<file path="src/rtl/train_sched.sv">
// Training-loop sequencer: drives forward/backward/update engines per sample.
// Optional early stop on loss threshold: define TRAIN_SCHED_EARLY_STOP_EN.
module train_sched #(
    parameter int N_SAMPLES  = 4,
    parameter int SAMPLE_W   = 2,
    parameter int MAX_EPOCHS = 200,
    parameter int EPOCH_W    = 8,
    parameter int LOSS_W     = 8,
    parameter int TIMEOUT    = 32
) (
    input  logic                clk_i,
    input  logic                rst_i,
    input  logic                en_i,
    input  logic                start_i,
    input  logic                abort_i,
    output logic                fwd_start_o,
    input  logic                fwd_done_i,
    output logic                bwd_start_o,
    input  logic                bwd_done_i,
    output logic                upd_w_o,
    output logic                clr_grad_o,
    output logic                clr_loss_o,
    output logic [SAMPLE_W-1:0] sample_idx_o,
    output logic [EPOCH_W-1:0]  epoch_o,
    input  logic [LOSS_W-1:0]   loss_i,
    input  logic [LOSS_W-1:0]   loss_thresh_i,
    output logic                busy_o,
    output logic                done_o,
    output logic                err_o
);

    localparam int TMR_W = (TIMEOUT > 2) ? $clog2(TIMEOUT - 1) : 1;
    localparam logic [SAMPLE_W-1:0] LAST_IDX = SAMPLE_W'(N_SAMPLES - 1);
    localparam logic [EPOCH_W-1:0]  EP_MAX   = EPOCH_W'(MAX_EPOCHS);
    localparam logic [TMR_W-1:0]    TMR_LAST = TMR_W'(TIMEOUT - 2);

    typedef enum logic [3:0] {
        S_IDLE, S_CLR, S_FWD, S_WAIT_F, S_BWD, S_WAIT_B,
        S_UPD, S_EPOCH, S_NXT, S_DONE, S_ERR
    } state_e;

    state_e              state_q, state_d;
    logic [SAMPLE_W-1:0] idx_q, idx_d;
    logic [EPOCH_W-1:0]  epoch_q, epoch_d;
    logic [TMR_W-1:0]    tmr_q, tmr_d;
    logic                fwd_q, fwd_d;
    logic                bwd_q, bwd_d;
    logic                upd_q, upd_d;
    logic                clr_loss_q, clr_loss_d;
    logic                busy_q, busy_d;
    logic                done_q, done_d;
    logic                err_q, err_d;
    logic                early_stop;

`ifdef TRAIN_SCHED_EARLY_STOP_EN
    assign early_stop = (loss_i < loss_thresh_i);
`else
    logic unused_loss;
    assign unused_loss = ^{loss_i, loss_thresh_i};
    assign early_stop  = 1'b0;
`endif

    // Next state and counters; counter actions land as their state is entered.
    always_comb begin
        state_d = state_q;
        idx_d   = idx_q;
        epoch_d = epoch_q;
        tmr_d   = tmr_q;
        if (abort_i) begin
            state_d = S_IDLE;
            idx_d   = '0;
            epoch_d = '0;
            tmr_d   = '0;
        end else if (en_i) begin
            unique case (state_q)
                S_IDLE, S_DONE: begin
                    if (start_i) begin
                        state_d = S_CLR;
                        idx_d   = '0;
                        epoch_d = '0;
                    end
                end
                S_CLR: state_d = S_FWD;
                S_FWD: begin
                    tmr_d   = '0;
                    state_d = S_WAIT_F;
                end
                S_WAIT_F: begin
                    if (fwd_done_i)              state_d = S_BWD;
                    else if (tmr_q == TMR_LAST)  state_d = S_ERR;
                    else                         tmr_d   = tmr_q + 1'b1;
                end
                S_BWD: begin
                    tmr_d   = '0;
                    state_d = S_WAIT_B;
                end
                S_WAIT_B: begin
                    if (bwd_done_i)              state_d = S_UPD;
                    else if (tmr_q == TMR_LAST)  state_d = S_ERR;
                    else                         tmr_d   = tmr_q + 1'b1;
                end
                S_UPD: begin
                    if (idx_q == LAST_IDX) begin
                        state_d = S_EPOCH;
                        if (epoch_q != EP_MAX) epoch_d = epoch_q + 1'b1;
                    end else begin
                        state_d = S_FWD;
                        idx_d   = idx_q + 1'b1;
                    end
                end
                S_EPOCH: begin
                    if (epoch_q == EP_MAX || early_stop) begin
                        state_d = S_DONE;
                    end else begin
                        state_d = S_NXT;
                        idx_d   = '0;
                    end
                end
                S_NXT: state_d = S_FWD;
                S_ERR: state_d = S_ERR;
                default: state_d = S_IDLE;
            endcase
        end
    end

    // Moore outputs decoded from the next state so they come out of flops.
    always_comb begin
        fwd_d      = (state_d == S_FWD);
        bwd_d      = (state_d == S_BWD);
        upd_d      = (state_d == S_UPD);
        clr_loss_d = (state_d == S_CLR) || (state_d == S_NXT);
        done_d     = (state_d == S_DONE);
        err_d      = (state_d == S_ERR);
        busy_d     = !(state_d == S_IDLE || done_d || err_d);
    end

    // State, counters and output registers.
    always_ff @(posedge clk_i or negedge rst_i) begin
        if (!rst_i) begin
            state_q    <= S_IDLE;
            idx_q      <= '0;
            epoch_q    <= '0;
            tmr_q      <= '0;
            fwd_q      <= 1'b0;
            bwd_q      <= 1'b0;
            upd_q      <= 1'b0;
            clr_loss_q <= 1'b0;
            busy_q     <= 1'b0;
            done_q     <= 1'b0;
            err_q      <= 1'b0;
        end else begin
            state_q    <= state_d;
            idx_q      <= idx_d;
            epoch_q    <= epoch_d;
            tmr_q      <= tmr_d;
            fwd_q      <= fwd_d;
            bwd_q      <= bwd_d;
            upd_q      <= upd_d;
            clr_loss_q <= clr_loss_d;
            busy_q     <= busy_d;
            done_q     <= done_d;
            err_q      <= err_d;
        end
    end

    // A frozen pulse state must not repeat its pulse while en_i is low.
    assign fwd_start_o  = fwd_q & en_i;
    assign bwd_start_o  = bwd_q & en_i;
    assign upd_w_o      = upd_q & en_i;
    assign clr_grad_o   = upd_q & en_i;
    assign clr_loss_o   = clr_loss_q & en_i;
    assign sample_idx_o = idx_q;
    assign epoch_o      = epoch_q;
    assign busy_o       = busy_q;
    assign done_o       = done_q;
    assign err_o        = err_q;

endmodule

</file>
<file path="config.mk">
export PLATFORM = sky130hd
export DESIGN_NAME = train_sched
export DESIGN_NICKNAME = d
export VERILOG_FILES = /design/src/rtl/train_sched.sv
export SDC_FILE = /design/constraint.sdc
export NUM_CORES = 1
export LEC_CHECK = 0
export CELL_PAD_IN_SITES_DETAIL_PLACEMENT = 1
export CELL_PAD_IN_SITES_GLOBAL_PLACEMENT = 2
export CORE_MARGIN = 2
export CORE_UTILIZATION = 31
export CTS_CLUSTER_DIAMETER = 150
export DETAILED_ROUTE_END_ITERATION = 10
export PLACE_DENSITY_LB_ADDON = 0.3
export SYNTH_ARGS = -nofsm -noshare
export SYNTH_HDL_FRONTEND = slang
export SYNTH_SLANG_ARGS = --single-unit
</file>
<file path="constraint.sdc">
create_clock -name clk_i -period 3 [get_ports clk_i]
set_input_delay 0.45 -clock clk_i [delete_from_list [all_inputs] [get_ports clk_i]]
set_output_delay 0.45 -clock clk_i [all_outputs]
set_load 0.1 [all_outputs]
</file>
==> flow_summary_export.csv <==
group,metric,value,unit
outcome,status,"finished, final reports clean",
cells_and_area,diodes,0,
clock_network,cts_root_buffer,"clkbuf_8",
synthesis,yosysSeqAreaShare,38.86,%
grt,antenna_found_initial,0,
grt,groute.usage.overall,15.46,%
critical_path,start_kind,"register",
synthesis,synth_warnings,0,
die,die-width,77.49,um
cells_and_area,regArea,650.6,um^2
timing,slew_viol_final,0,
clock_network,ctsResizeCount,0,
critical_path,critPathKind,"reg -> reg",
routing,wire_per_inst,15.74,um
timing,hold_viol,0,
critical_path,cp_slowest_cell,"dfrtp_1",
critical_path,crit_required,3.19,ns
grt,grt_max_degree,27,
place,io_buffers,24,
place,gp_congestion,0.8662,
routing,num_vias,1446,
die,initial_core_util,32.37,%
power_and_ir_drop,ir_worst_vdd,0.1614,mV
grt,grt_busiest_layer,"met2",
timing,fmax,427.5,MHz
critical_path,path_cells,"nor4bb_1 -> nand4b_1 -> or4_1 -> a41o_2 -> xnor2_2 -> o211ai_1",
min_path,hp-class,"reg -> reg",
clock_network,cts_tree,"yes",
cells_and_area,finish.instance_area,0.002033,mm^2
synthesis,synth.distinct_cells,58,
routing,drt_wl_total,4.391,mm
synthesis,synthArstFlopShare,100.0,%
timing,holdWs,0.5186,ns
flow_run,maxCapViolCount,0,
synthesis,synth_top_cells_by_area,"dfrtp_1 39%, nor2_1 4.3%, nand2_1 4.0%",
min_path,min_delay_path_depth,1,
place,place_area,0.001962,mm^2
synthesis,synth_top_area_share,38.86,%
cells_and_area,drive_gt1_share,17.70,%
critical_path,cp.arrival,2.53,ns
timing,max_slew_margin,66.22,%
critical_path,cp.depth,6,
power_and_ir_drop,powerDensity,367.5,mW/mm^2
grt,grt_pass1_wl,7.596,mm
grt,gr-total-overflow,0,
critical_path,path_max_fanout,6,
place,dp.final_hpwl,3.317,mm
clock_network,cts.reportedPaths.clkPinSlew,0.10,ns
synthesis,synthCells,190,
clock_network,post-cts-setup-buffers,0,
die,boundaryPins,41,
timing,worstMarginPinSlew,0.5052,ns
cells_and_area,utilization,39.31,%
clock_network,clock_sinks,26,
cells_and_area,fill_cells,600,
routing,final_antenna_net_count,0,
cells_and_area,final_cell_mix,"26 x dfrtp_1, 19 x nor2_1, 18 x nand2_1",
timing,clock_skew,0.002766,ns
timing,period_minus_slack,2.339,ns
synthesis,ys.flop_type,"dfrtp_1",
grt,met3_usage,2.093,%
clock_network,clock_latency,0.27,ns
critical_path,ff2ff_path_depth,6,
routing,drt-initial-drc-count,56,
die,die_y,77.49,um
synthesis,syn-num-nets,218,
clock_network,clock_path_buffers,2,
synthesis,syn_area,0.001674,mm^2
synthesis,synth_seq_cells,26,
timing,setup_viol,0,
critical_path,critical_path_buf_inv_count,0,
die,die-area,0.006004,mm^2
routing,route.detailed.drc,0,
routing,drt_pass1_iterations,4,
power_and_ir_drop,p_leak,0.8467,nW
cells_and_area,final_nets,238,
routing,routed_via_density,5.183,
timing,rsz0062_at_grt,"no",
critical_path,crit_family,"simple AND/OR/NAND/NOR gates",
grt,grt_pass1_vias,1521,
die,core.rowCount,26,
clock_network,htreeDepth,1,
synthesis,synth_edf_count,0,
synthesis,avgSynthCellArea,8.811,um^2
clock_network,cts_hold_buf,0,
critical_path,crit_path_end_kind,"register",
timing,fin_crit_sh,77.98,%
synthesis,synth_top_area_cell,"dfrtp_1",
cells_and_area,multi_input_area,909.6,um^2
die,core,0.005172,mm^2
clock_network,numCtsBuffers,3,
cells_and_area,areaGrowthSynthToFinish,21.45,%
grt,met1_usage,20.82,%
timing,tns,0,ns
cells_and_area,final_common_cell,"dfrtp_1",
grt,grtUsageMet2,26.17,%
critical_path,max_stage_delay,0.46,ns
==> cell type report <==
class                   instances  share of cell area (%)
clock buffers                   3                   2.031
flip-flops and latches         26                   32.00
repair buffers                 25                   13.05
multi-input cells             141                   44.74
clock inverters                 1                   1.477
well taps                      70                   4.308
inverters                      13                   2.400
==> registers in the layout, summed over array words and instances (netlist names) <==
name	flops
epoch_o	8
clr_loss_q	1
err_o	1
busy_o	1
fwd_q	1
done_o	1
tmr_q	5
sample_idx_o	2
state_q	4
bwd_q	1
upd_q	1
==> where the power goes <==
part           leakage, nW  switching, W   total, W  internal, W
Combinational        0.450     0.0000583  0.0000907    0.0000324
Clock               0.0357      0.000116   0.000295     0.000179
Sequential           0.361    0.00000743   0.000362     0.000354
==> final timing paths <==
| kind | from | to | slack, ns |
|---|---|---|---|
| worst max register to register | epoch_o[4] | busy_o | 0.66 |
| max in group asynchronous | rst_i | state_q[1] | 2.18 |
| min in group asynchronous | rst_i | upd_q | 0.55 |
| worst min-delay path | sample_idx_o[0] | sample_idx_o[0] | 0.52 |
| worst min register to register | sample_idx_o[0] | sample_idx_o[0] | 0.52 |
| worst max-delay path | epoch_o[4] | busy_o | 0.66 |
==> cell usage after synthesis, types with 2 or more instances <==
library cell   n
dfrtp_1       26
a21oi_1        4
nand3_1        9
a31o_2         2
nor2_1        19
o22ai_1        2
clkbuf_1       2
o211ai_1       2
buf_4          2
nor3_1         6
and3b_1        2
mux2_2         2
o21a_1         2
nand2_1       18
buf_2          3
nand2b_1       6
xnor2_1        6
nand4_1        2
buf_6          2
nor4b_1        2
inv_1         12
nor2b_1        3
o21ai_1        2
or3_1          2
ha_1           5
and2_1         6
o21ai_0       10
==> logic make-up (layout without fill, tap and decap cells) <==
kind of cell	count (synthesis)	in the layout	synth area share, %
AOI/OAI and AO/OA	40	40	16.82
muxes	3	3	1.943
DFF	26	26	38.86
xor gates and xnor gates	7	7	4.111
and+or+nand+nor	86	86	27.73
buffers and inverters	23	42	6.800
adders and majority gates	5	5	3.737
==> layer usage <==
metal / wire [um] / vias to the layer above
met2: 2129 / 22
met5: 0 / -
li1: - / 705
met3: 124 / 6
met4: 57 / 0
met1: 2080 / 713
==> through the flow <==
step                std cells  setup WS (ns)  power [W]
CTS                       279         0.6592  0.0007569
finish                    279         0.6605  0.0007471
global route              279         0.5678  0.0007828
global placement          275         0.6463  0.0004564
detailed placement        275         0.5226  0.0004599
floorplan                 190         0.4319  0.0004284
Note: power is estimated with default switching activity, not from simulation.
